==> config.mk <==
export PLATFORM = sky130hd
export DESIGN_NAME = cmn_lfsr_arb
export DESIGN_NICKNAME = d
export VERILOG_FILES = /design/src/rtl/cmn_lfsr_arb.sv
export SDC_FILE = /design/constraint.sdc
export NUM_CORES = 1
export LEC_CHECK = 0
export ABC_AREA = 1
export BUFFER_PORTS_ARGS = -buffer_cell sky130_fd_sc_hd__buf_2
export CAP_MARGIN = 20
export CORE_ASPECT_RATIO = 0.75
export CORE_MARGIN = 4
export CORE_UTILIZATION = 54
export CTS_BUF_LIST = sky130_fd_sc_hd__clkbuf_16
export CTS_CLUSTER_DIAMETER = 150
export DETAILED_ROUTE_END_ITERATION = 6
export GPL_ROUTABILITY_DRIVEN = 0
export PLACE_DENSITY = 0.75
export SLEW_MARGIN = 20
export SYNTH_ARGS = -nofsm -noshare
export SYNTH_HDL_FRONTEND = slang
export SYNTH_SLANG_ARGS = --single-unit
==> constraint.sdc <==
create_clock -name clk -period 1.67 [get_ports clk]
set_input_delay 0.2505 -clock clk [delete_from_list [all_inputs] [get_ports clk]]
set_output_delay 0.2505 -clock clk [all_outputs]
set_load 0.05 [all_outputs]
==> src/rtl/cmn_lfsr_arb.sv <==
// rtl/cmn_lfsr_arb.sv - pseudo-random N-way arbiter with LFSR start priority and starvation override
module cmn_lfsr_arb #(
    parameter int REQ_NUM    = 4,
    parameter int IDX_W      = $clog2(REQ_NUM),
    parameter int STARVE_MAX = 15,
    parameter int CNT_W      = 8
) (
    input  logic               clk,
    input  logic               rst_n,
    input  logic [REQ_NUM-1:0] req_vld,
    output logic [REQ_NUM-1:0] req_rdy,
    output logic               out_vld,
    output logic [IDX_W-1:0]   out_id,
    output logic               out_starved,
    input  logic               out_rdy
);

    typedef enum logic {IDLE, GRANT} state_t;

    state_t             state_q, state_d;
    logic [3:0]         lfsr_q, lfsr_d;
    logic [CNT_W-1:0]   cnt_q [REQ_NUM];
    logic               hs;
    logic [REQ_NUM-1:0] id_onehot;
    logic [REQ_NUM-1:0] elig;
    logic [IDX_W-1:0]   start;
    logic [IDX_W-1:0]   idx;
    logic [IDX_W-1:0]   win_id;
    logic               win_starved;
    logic               found;
    logic               vld_d;
    logic [IDX_W-1:0]   id_d;
    logic               starved_d;

    assign hs        = out_vld & out_rdy;
    assign id_onehot = REQ_NUM'(1) << out_id;
    assign req_rdy   = hs ? id_onehot : '0;
    assign lfsr_d    = {lfsr_q[2:0], lfsr_q[3] ^ lfsr_q[0]};

    // The requester just served sits out the cycle of its handshake.
    always_comb begin
        elig = '0;
        if (state_q == IDLE)
            elig = req_vld;
        else if (hs)
            elig = req_vld & ~id_onehot;
    end

    assign start = hs ? lfsr_d[IDX_W-1:0] : lfsr_q[IDX_W-1:0];

    // Starved requesters preempt the rotating search; lowest index wins among them.
    always_comb begin
        win_id      = '0;
        win_starved = 1'b0;
        found       = 1'b0;
        idx         = '0;
        for (int i = REQ_NUM - 1; i >= 0; i--) begin
            if (elig[i] && (cnt_q[i] >= CNT_W'(STARVE_MAX))) begin
                win_id      = IDX_W'(i);
                win_starved = 1'b1;
            end
        end
        if (!win_starved) begin
            for (int k = 0; k < REQ_NUM; k++) begin
                idx = start + IDX_W'(k);
                if (!found && elig[idx]) begin
                    win_id = idx;
                    found  = 1'b1;
                end
            end
        end
    end

    always_comb begin
        state_d   = state_q;
        vld_d     = out_vld;
        id_d      = out_id;
        starved_d = out_starved;
        case (state_q)
            IDLE: begin
                if (|elig) begin
                    state_d   = GRANT;
                    vld_d     = 1'b1;
                    id_d      = win_id;
                    starved_d = win_starved;
                end
            end
            GRANT: begin
                if (hs) begin
                    if (|elig) begin
                        id_d      = win_id;
                        starved_d = win_starved;
                    end else begin
                        state_d   = IDLE;
                        vld_d     = 1'b0;
                    end
                end
            end
            default: state_d = IDLE;
        endcase
    end

    always_ff @(posedge clk or negedge rst_n) begin
        if (!rst_n) begin
            state_q     <= IDLE;
            out_vld     <= 1'b0;
            out_id      <= '0;
            out_starved <= 1'b0;
            lfsr_q      <= 4'b0001;
        end else begin
            state_q     <= state_d;
            out_vld     <= vld_d;
            out_id      <= id_d;
            out_starved <= starved_d;
            if (hs)
                lfsr_q <= lfsr_d;
        end
    end

    always_ff @(posedge clk or negedge rst_n) begin
        if (!rst_n) begin
            for (int i = 0; i < REQ_NUM; i++)
                cnt_q[i] <= '0;
        end else begin
            for (int i = 0; i < REQ_NUM; i++) begin
                if (req_rdy[i] || !req_vld[i])
                    cnt_q[i] <= '0;
                else if (!(out_vld && (out_id == IDX_W'(i))) && (cnt_q[i] < CNT_W'(STARVE_MAX)))
                    cnt_q[i] <= cnt_q[i] + CNT_W'(1);
            end
        end
    end

endmodule
==> impl_metrics.yaml, run 1 <==
floorplanning:
  pin_count: 15
  core_area_mm2: 0.004079
  dieArea_mm2: 0.005385
  start_util_pct: 56.47
  row_count: 20
  die_w_um: 83.42
  die_h_um: 64.56
critical_path:
  slowest_stage: "dfrtp_2"
  setup.worst_path.class: "register to output port"
  required_ps: 1420
  crit_family: "flip-flops"
  path_max_fanout: 8
  r2r_setup_slack_ps: -10
  crit_path_end_kind: "output port"
  cp_num_buf_inv: 3
  crit_chain: "nand2_8 -> buf_6 -> buf_6 -> nor2_4 -> buf_8"
  crit_top_cell: "buf_6"
  reg2reg_to: "out_id[0]$_DFFE_PN0P_"
  r2r_cells: 12
  cp_slowest_stage_delay_ps: 480
  cp-start-kind: "register"
  cp_data_arrival_time_ps: 1430
  r2r-start: "lfsr_q[0]$_DFFE_PN1P_"
sta:
  finalCritPeriodShare_pct: 100.9
  slew-limit-headroom_pct: 65.27
  rsz0062_at_grt: "yes"
  finalSetupViolCount: 4
  worst_slack_ps: -15.42
  min_period_ps: 1685
  hold_viol: 0
  fin_skew_ps: 6.317
  clock.fmax_mhz: 593.3
  whs_ps: 28.66
  final-max-slew-violation-count: 0
  worstMarginPinSlew_ps: 521.0
  tns_ps: -50.75
run_status:
  outcome: "finished with violations"
  failed_checks: "negative setup slack"
placed_design:
  portBuffers: 14
  hpwl_um: 3512
  dp_slack_ps: -189.4
global_route:
  grt_pass1_wl_um: 8790
  grt_pass1_vias: 2007
  grt_max_degree: 42
  overflow: 0
  antenna_found_initial: 0
  grt.total_usage_pct: 19.91
clock_network:
  clk_latency_ps: 290
  numCtsBuffers: 5
  clk_root_buffer_cell: "clkbuf_16"
  cts_tree: "done"
  clockBufferDepth: 2
  clock_sinks: 41
  htreeDepth: 2
  clkSlewWorstSetupHoldPaths_ps: 60
  cts_hold_buf: 0
routing:
  drt_iter0_markers: 199
  routed_wl_um: 5493
  drc: 0
  avgViaCountPerCell: 5.259
  antenna_left: 0
  drt-wirelength-per-cell_um: 13.70
  first_pass_iters: 4
  vias: 2109
logic_synthesis:
  syn_nets: 310
  yosysSeqAreaShare_pct: 44.60
  syn_area_per_cell_um2: 7.704
  synth_seq_cells: 41
  yosysWarnings: 0
  syn_inst: 299
  synth_cell_types: 30
  syn_area_mm2: 0.002303
power_and_ir_drop:
  finalPower_mw: 3.270
  powerDensity_mw_per_mm2: 1083
  peakVddDrop_uv: 668.3
  p_leak_nw: 1.397
final_layout:
  ff_latch_area_mm2: 0.001032
  nets: 356
  syn2layout_area_growth_pct: 31.07
  final_core_util_pct: 74.02
  multi_input_area_mm2: 0.001313
  fill_cells: 293
  drive_gt1_share_pct: 34.39
  diodes: 0
flow_run:
  maxCapViolations: 0
worst_hold_path:
  hp-class: "primary input to asynchronous set/reset pin"
## layer usage
metal,routed length [um],GRT usage (%),up-vias
met5,0,0,-
met4,37,3.012,0
met3,204,4.193,7
met2,2680,34.10,45
met1,2571,26.82,1005
li1,-,-,1052
## worst max path at each step
stage | start | endpoint | slack [ps] | cells after the start
after detailed placement | cnt_q[17]$_DFFE_PN0P_ | cnt_q[18]$_DFFE_PN0P_ | -190 | 8
after CTS | cnt_q[17]$_DFFE_PN0P_ | out_id[0]$_DFFE_PN0P_ | -1 | 9
final | out_vld$_DFFE_PN0P_ | req_rdy[3] | -20 | 5
after floorplan | out_vld$_DFFE_PN0P_ | cnt_q[11]$_DFFE_PN0P_ | 20 | 8
after global placement | cnt_q[17]$_DFFE_PN0P_ | cnt_q[18]$_DFFE_PN0P_ | -130 | 8
after global routing | lfsr_q[0]$_DFFE_PN1P_ | out_id[0]$_DFFE_PN0P_ | -150 | 11
## final cells by class
type / instances / share of cell area [%]
repair buffers: 40 / 10.11
clock inverters: 3 / 0.5802
well taps: 55 / 2.279
flip-flops and latches: 41 / 34.19
clock buffers: 5 / 4.144
multi-input cells: 215 / 43.47
inverters: 42 / 5.222
## logic make-up after synthesis
group	after synthesis	share of synthesized area, %
multiplexers	1	0.4888
AND/OR/NAND/NOR	168	34.22
buffers and inverters	44	7.550
XOR/XNOR	2	0.7606
adder cells (fa/ha/maj)	4	2.173
flip-flops	41	44.60
AO/OA/AOI/OAI	39	10.21
## worst reg2reg max path, stage by stage, from the launching register on
cell and delay [ps]:
dfstp_2 390, buf_4 130, buf_4 130, o21ai_4 230, nand2_2 80, nand2_2 120
nand2_1 90, nand2_2 70, o21ai_1 70, nand2_1 60, nand2_1 50, nand2_1 60
nand3_1 80
## state kept, by name (all words and copies together), names as in the netlist
| signal | count |
|---|---|
| out_starved | 1 |
| cnt_q | 32 |
| out_vld | 1 |
| out_id | 2 |
| state_q | 1 |
| lfsr_q | 4 |
## cells in the mapped netlist (all sizes together)
| master | count | area (um2) |
|---|---|---|
| nor2 | 40 | 155.1 |
| buf | 2 | 16.26 |
| nand3b | 1 | 7.510 |
| dfstp | 1 | 26.28 |
| dfrtp | 40 | 1001 |
| nand3 | 30 | 185.2 |
| xor2 | 2 | 17.52 |
| nor3 | 4 | 25.02 |
| a21oi | 7 | 35.03 |
| inv | 42 | 157.6 |
| mux2 | 1 | 11.26 |
| ha | 4 | 50.05 |
| o31ai | 1 | 7.510 |
| a31oi | 3 | 18.77 |
| nand4 | 7 | 43.79 |
| o21ai | 28 | 173.9 |
| nor4 | 1 | 6.260 |
| nand2 | 85 | 365.3 |
## power by group
group	switching, mW	leakage, nW	internal, mW
combinational	0.775	0.781	0.361
clock	0.399	0.0696	0.548
sequential	0.110	0.546	1.08
## per-stage QoR
| step | instance area [um2] | instances |
|---|---|---|
| finish | 3019 | 401 |
| global route | 3019 | 401 |
| global placement | 2545 | 380 |
| detailed placement | 2545 | 380 |
| floorplan | 2317 | 299 |
| CTS | 2773 | 393 |
## layout by cell type (no fill, tap or decap), types with 2 or more instances in the layout
cell and instances:
dfrtp_2 4, nand2_4 5, inv_1 37, xor2_1 2
inv_2 5, o21ai_4 4, nor3_1 3, nor2_1 31
buf_2 10, a31oi_1 2, nand2_1 54, dfrtp_1 36
o21ai_1 7, nand3_1 23, nor2_4 5, nand4_1 7
buf_4 24, o21ai_0 13, clkbuf_16 5, nand2_8 2
nand3_4 4, a21oi_1 7, buf_8 2, clkinv_2 2
nand3_2 3, nand2_2 25, nor2_2 4, o21ai_2 4
ha_1 3, buf_6 4
## repair_timing
action                                  CTS  global route
resized for setup                        14            55
endpoints found under the setup margin   11            17
gates cloned                              0             1
pin swaps                                 7            14
buffers inserted                          5             7
(Power assumes the default switching activity.)
==> run 2, diff against run 1 <==
CORE_UTILIZATION = 35   (was 54)
PLACE_DENSITY = not set   (was 0.75)
==> run 2 against run 1 <==
Compared with the run above: the run now ends clean; sequential share of layout area rose by 1.3 points; cell count rose by 4.7%; via count fell by 5.9%; critical endpoint is now out_id[1]$_DFFE_PN0P_; critical path depth rose by 7; sequential power barely moved; critical path type is now register to register.
==> impl_metrics.yaml, run 2 (synthesis results as in run 1) <==
sta:
  tns_ps: 0
  finalSetupViolCount: 0
  worst_slack_ps: 38.76
  clock.fmax_mhz: 613.0
  worstMarginPinSlew_ps: 520.0
  fin_skew_ps: 3.075
  slew-limit-headroom_pct: 65.34
  final-max-slew-violation-count: 0
  rsz0062_at_grt: "yes"
  hold_viol: 0
  min_period_ps: 1631
  finalCritPeriodShare_pct: 97.68
critical_path:
  r2r_setup_slack_ps: 40
  r2r_cells: 12
  setup.worst_path.class: "register to register"
  r2r-start: "out_vld$_DFFE_PN0P_"
  cp_data_arrival_time_ps: 1850
  required_ps: 1890
  crit_path_end_kind: "register"
  path_max_fanout: 8
  cp-start-kind: "register"
  reg2reg_to: "out_id[1]$_DFFE_PN0P_"
floorplanning:
  die_h_um: 78.26
  die_w_um: 101.7
  core_area_mm2: 0.006350
  dieArea_mm2: 0.007957
  row_count: 25
  start_util_pct: 36.28
  pin_count: 15
clock_network:
  htreeDepth: 2
  clockBufferDepth: 2
  cts_hold_buf: 0
  clk_latency_ps: 280
  clkSlewWorstSetupHoldPaths_ps: 60
  clk_root_buffer_cell: "clkbuf_16"
  cts_tree: "done"
  clock_sinks: 41
  numCtsBuffers: 5
run_status:
  outcome: "finished clean"
routing:
  avgViaCountPerCell: 4.724
  drc: 0
  vias: 1984
  drt_iter0_markers: 69
  antenna_left: 0
  routed_wl_um: 4930
  first_pass_iters: 4
  drt-wirelength-per-cell_um: 11.74
global_route:
  use_met1_pct: 19.98
  grt_max_degree: 42
  antenna_found_initial: 0
  overflow: 0
  met3_usage_pct: 3.552
  grt_pass1_wl_um: 8473
  use_met2_pct: 18.34
  top_usage_layer: "met1"
  grt.total_usage_pct: 13.26
  grt_pass1_vias: 1851
power_and_ir_drop:
  switching_power_mw: 1.143
  power_frac_comb_pct: 30.7
  p_clk_share_pct: 30.1
  peakVddDrop_uv: 450.8
  intPower_mw: 1.922
  powerDensity_mw_per_mm2: 1053
  netSwitchingFraction_pct: 37.30
  p_seq_share_pct: 39.3
  p_leak_nw: 1.342
worst_hold_path:
  hp-class: "primary input to asynchronous set/reset pin"
final_layout:
  nets: 349
  reg_top3: "cnt_q x32, lfsr_q x4, out_id x2"
  final_core_util_pct: 45.85
  syn2layout_area_growth_pct: 26.40
  drive_gt1_share_pct: 29.50
  layout_commonest_cell: "nand2_1"
  final_cell_mix: "nand2_1, inv_1, dfrtp_1, nor2_1, nand3_1"
  diodes: 0
  largest_register: "cnt_q"
  largest_reg_flops: 32
placed_design:
  dp_slack_ps: -45.82
  portBuffers: 14
  hpwl_um: 3735
flow_run:
  maxCapViolations: 0
run 2: repair_timing:
| item | 4_1_cts | 5_1_grt |
|---|---|---|
| gates resized for setup | 10 | 37 |
| hold endpoints to repair | 0 | 0 |
| buffers inserted | 2 | 2 |
| setup endpoints to repair | 9 | 17 |
| pin swaps | 6 | 16 |
run 2: final cells by class:
type | count | area [um2]
clock buffers | 5 | 125.1
multi-input cells | 214 | 1231
fillers | 641 | 3438
inverters | 42 | 157.7
flip-flops and latches | 41 | 1032
clock inverters | 3 | 15.01
repair buffers | 34 | 249.0
well taps | 81 | 101.3
run 2: worst max-delay path by stage:
stage	endpoint	start	slack, ps	depth (start not counted)
3_3_place_gp	out_id[1]$_DFFE_PN0P_	lfsr_q[0]$_DFFE_PN1P_	30	11
5_1_grt	out_id[1]$_DFFE_PN0P_	out_vld$_DFFE_PN0P_	-140	12
4_1_cts	out_id[1]$_DFFE_PN0P_	lfsr_q[0]$_DFFE_PN1P_	-20	12
2_1_floorplan	cnt_q[11]$_DFFE_PN0P_	out_vld$_DFFE_PN0P_	20	8
3_5_place_dp	cnt_q[18]$_DFFE_PN0P_	cnt_q[16]$_DFFE_PN0P_	-50	8
6_report	out_id[1]$_DFFE_PN0P_	out_vld$_DFFE_PN0P_	40	12
run 2: per-stage QoR:
stage	instance area (um2)	total power, mW	hold slack, ps	cells
finish	2912	3.065	19.68	420
global route	2912	3.255	71.91	420
CTS	2775	3.024	46.71	418
detailed placement	2592	2.073	350.7	408
global placement	2592	2.055	345.0	408
floorplan	2317	1.849	-45.09	299
run 2: power by group through the flow:
stage                     Clock [mW]  Combinational [mW]  Sequential [mW]
after CTS                      0.952               0.878             1.19
after global placement             0               0.846             1.21
after detailed placement           0               0.860             1.21
after floorplan                    0               0.597             1.25
after global routing           0.980                1.06             1.22
final                          0.922               0.940             1.20
run 2: worst max-delay path, stage by stage, from the launching register on:
cell     delay, ps
dfrtp_2        470
buf_6          140
nand4_1         80
nand2_2        150
nand2_2        130
nand2_4         70
nand2_2         90
nand2_4         60
nor2_4         100
nand2_1         50
nand3_1         60
nand3_1         80
nand3_1         80
run 2: layer usage:
layer	routed length, um	vias up
met1	2586	897
li1	-	1045
met4	68	0
met2	2036	33
met5	0	-
met3	239	9
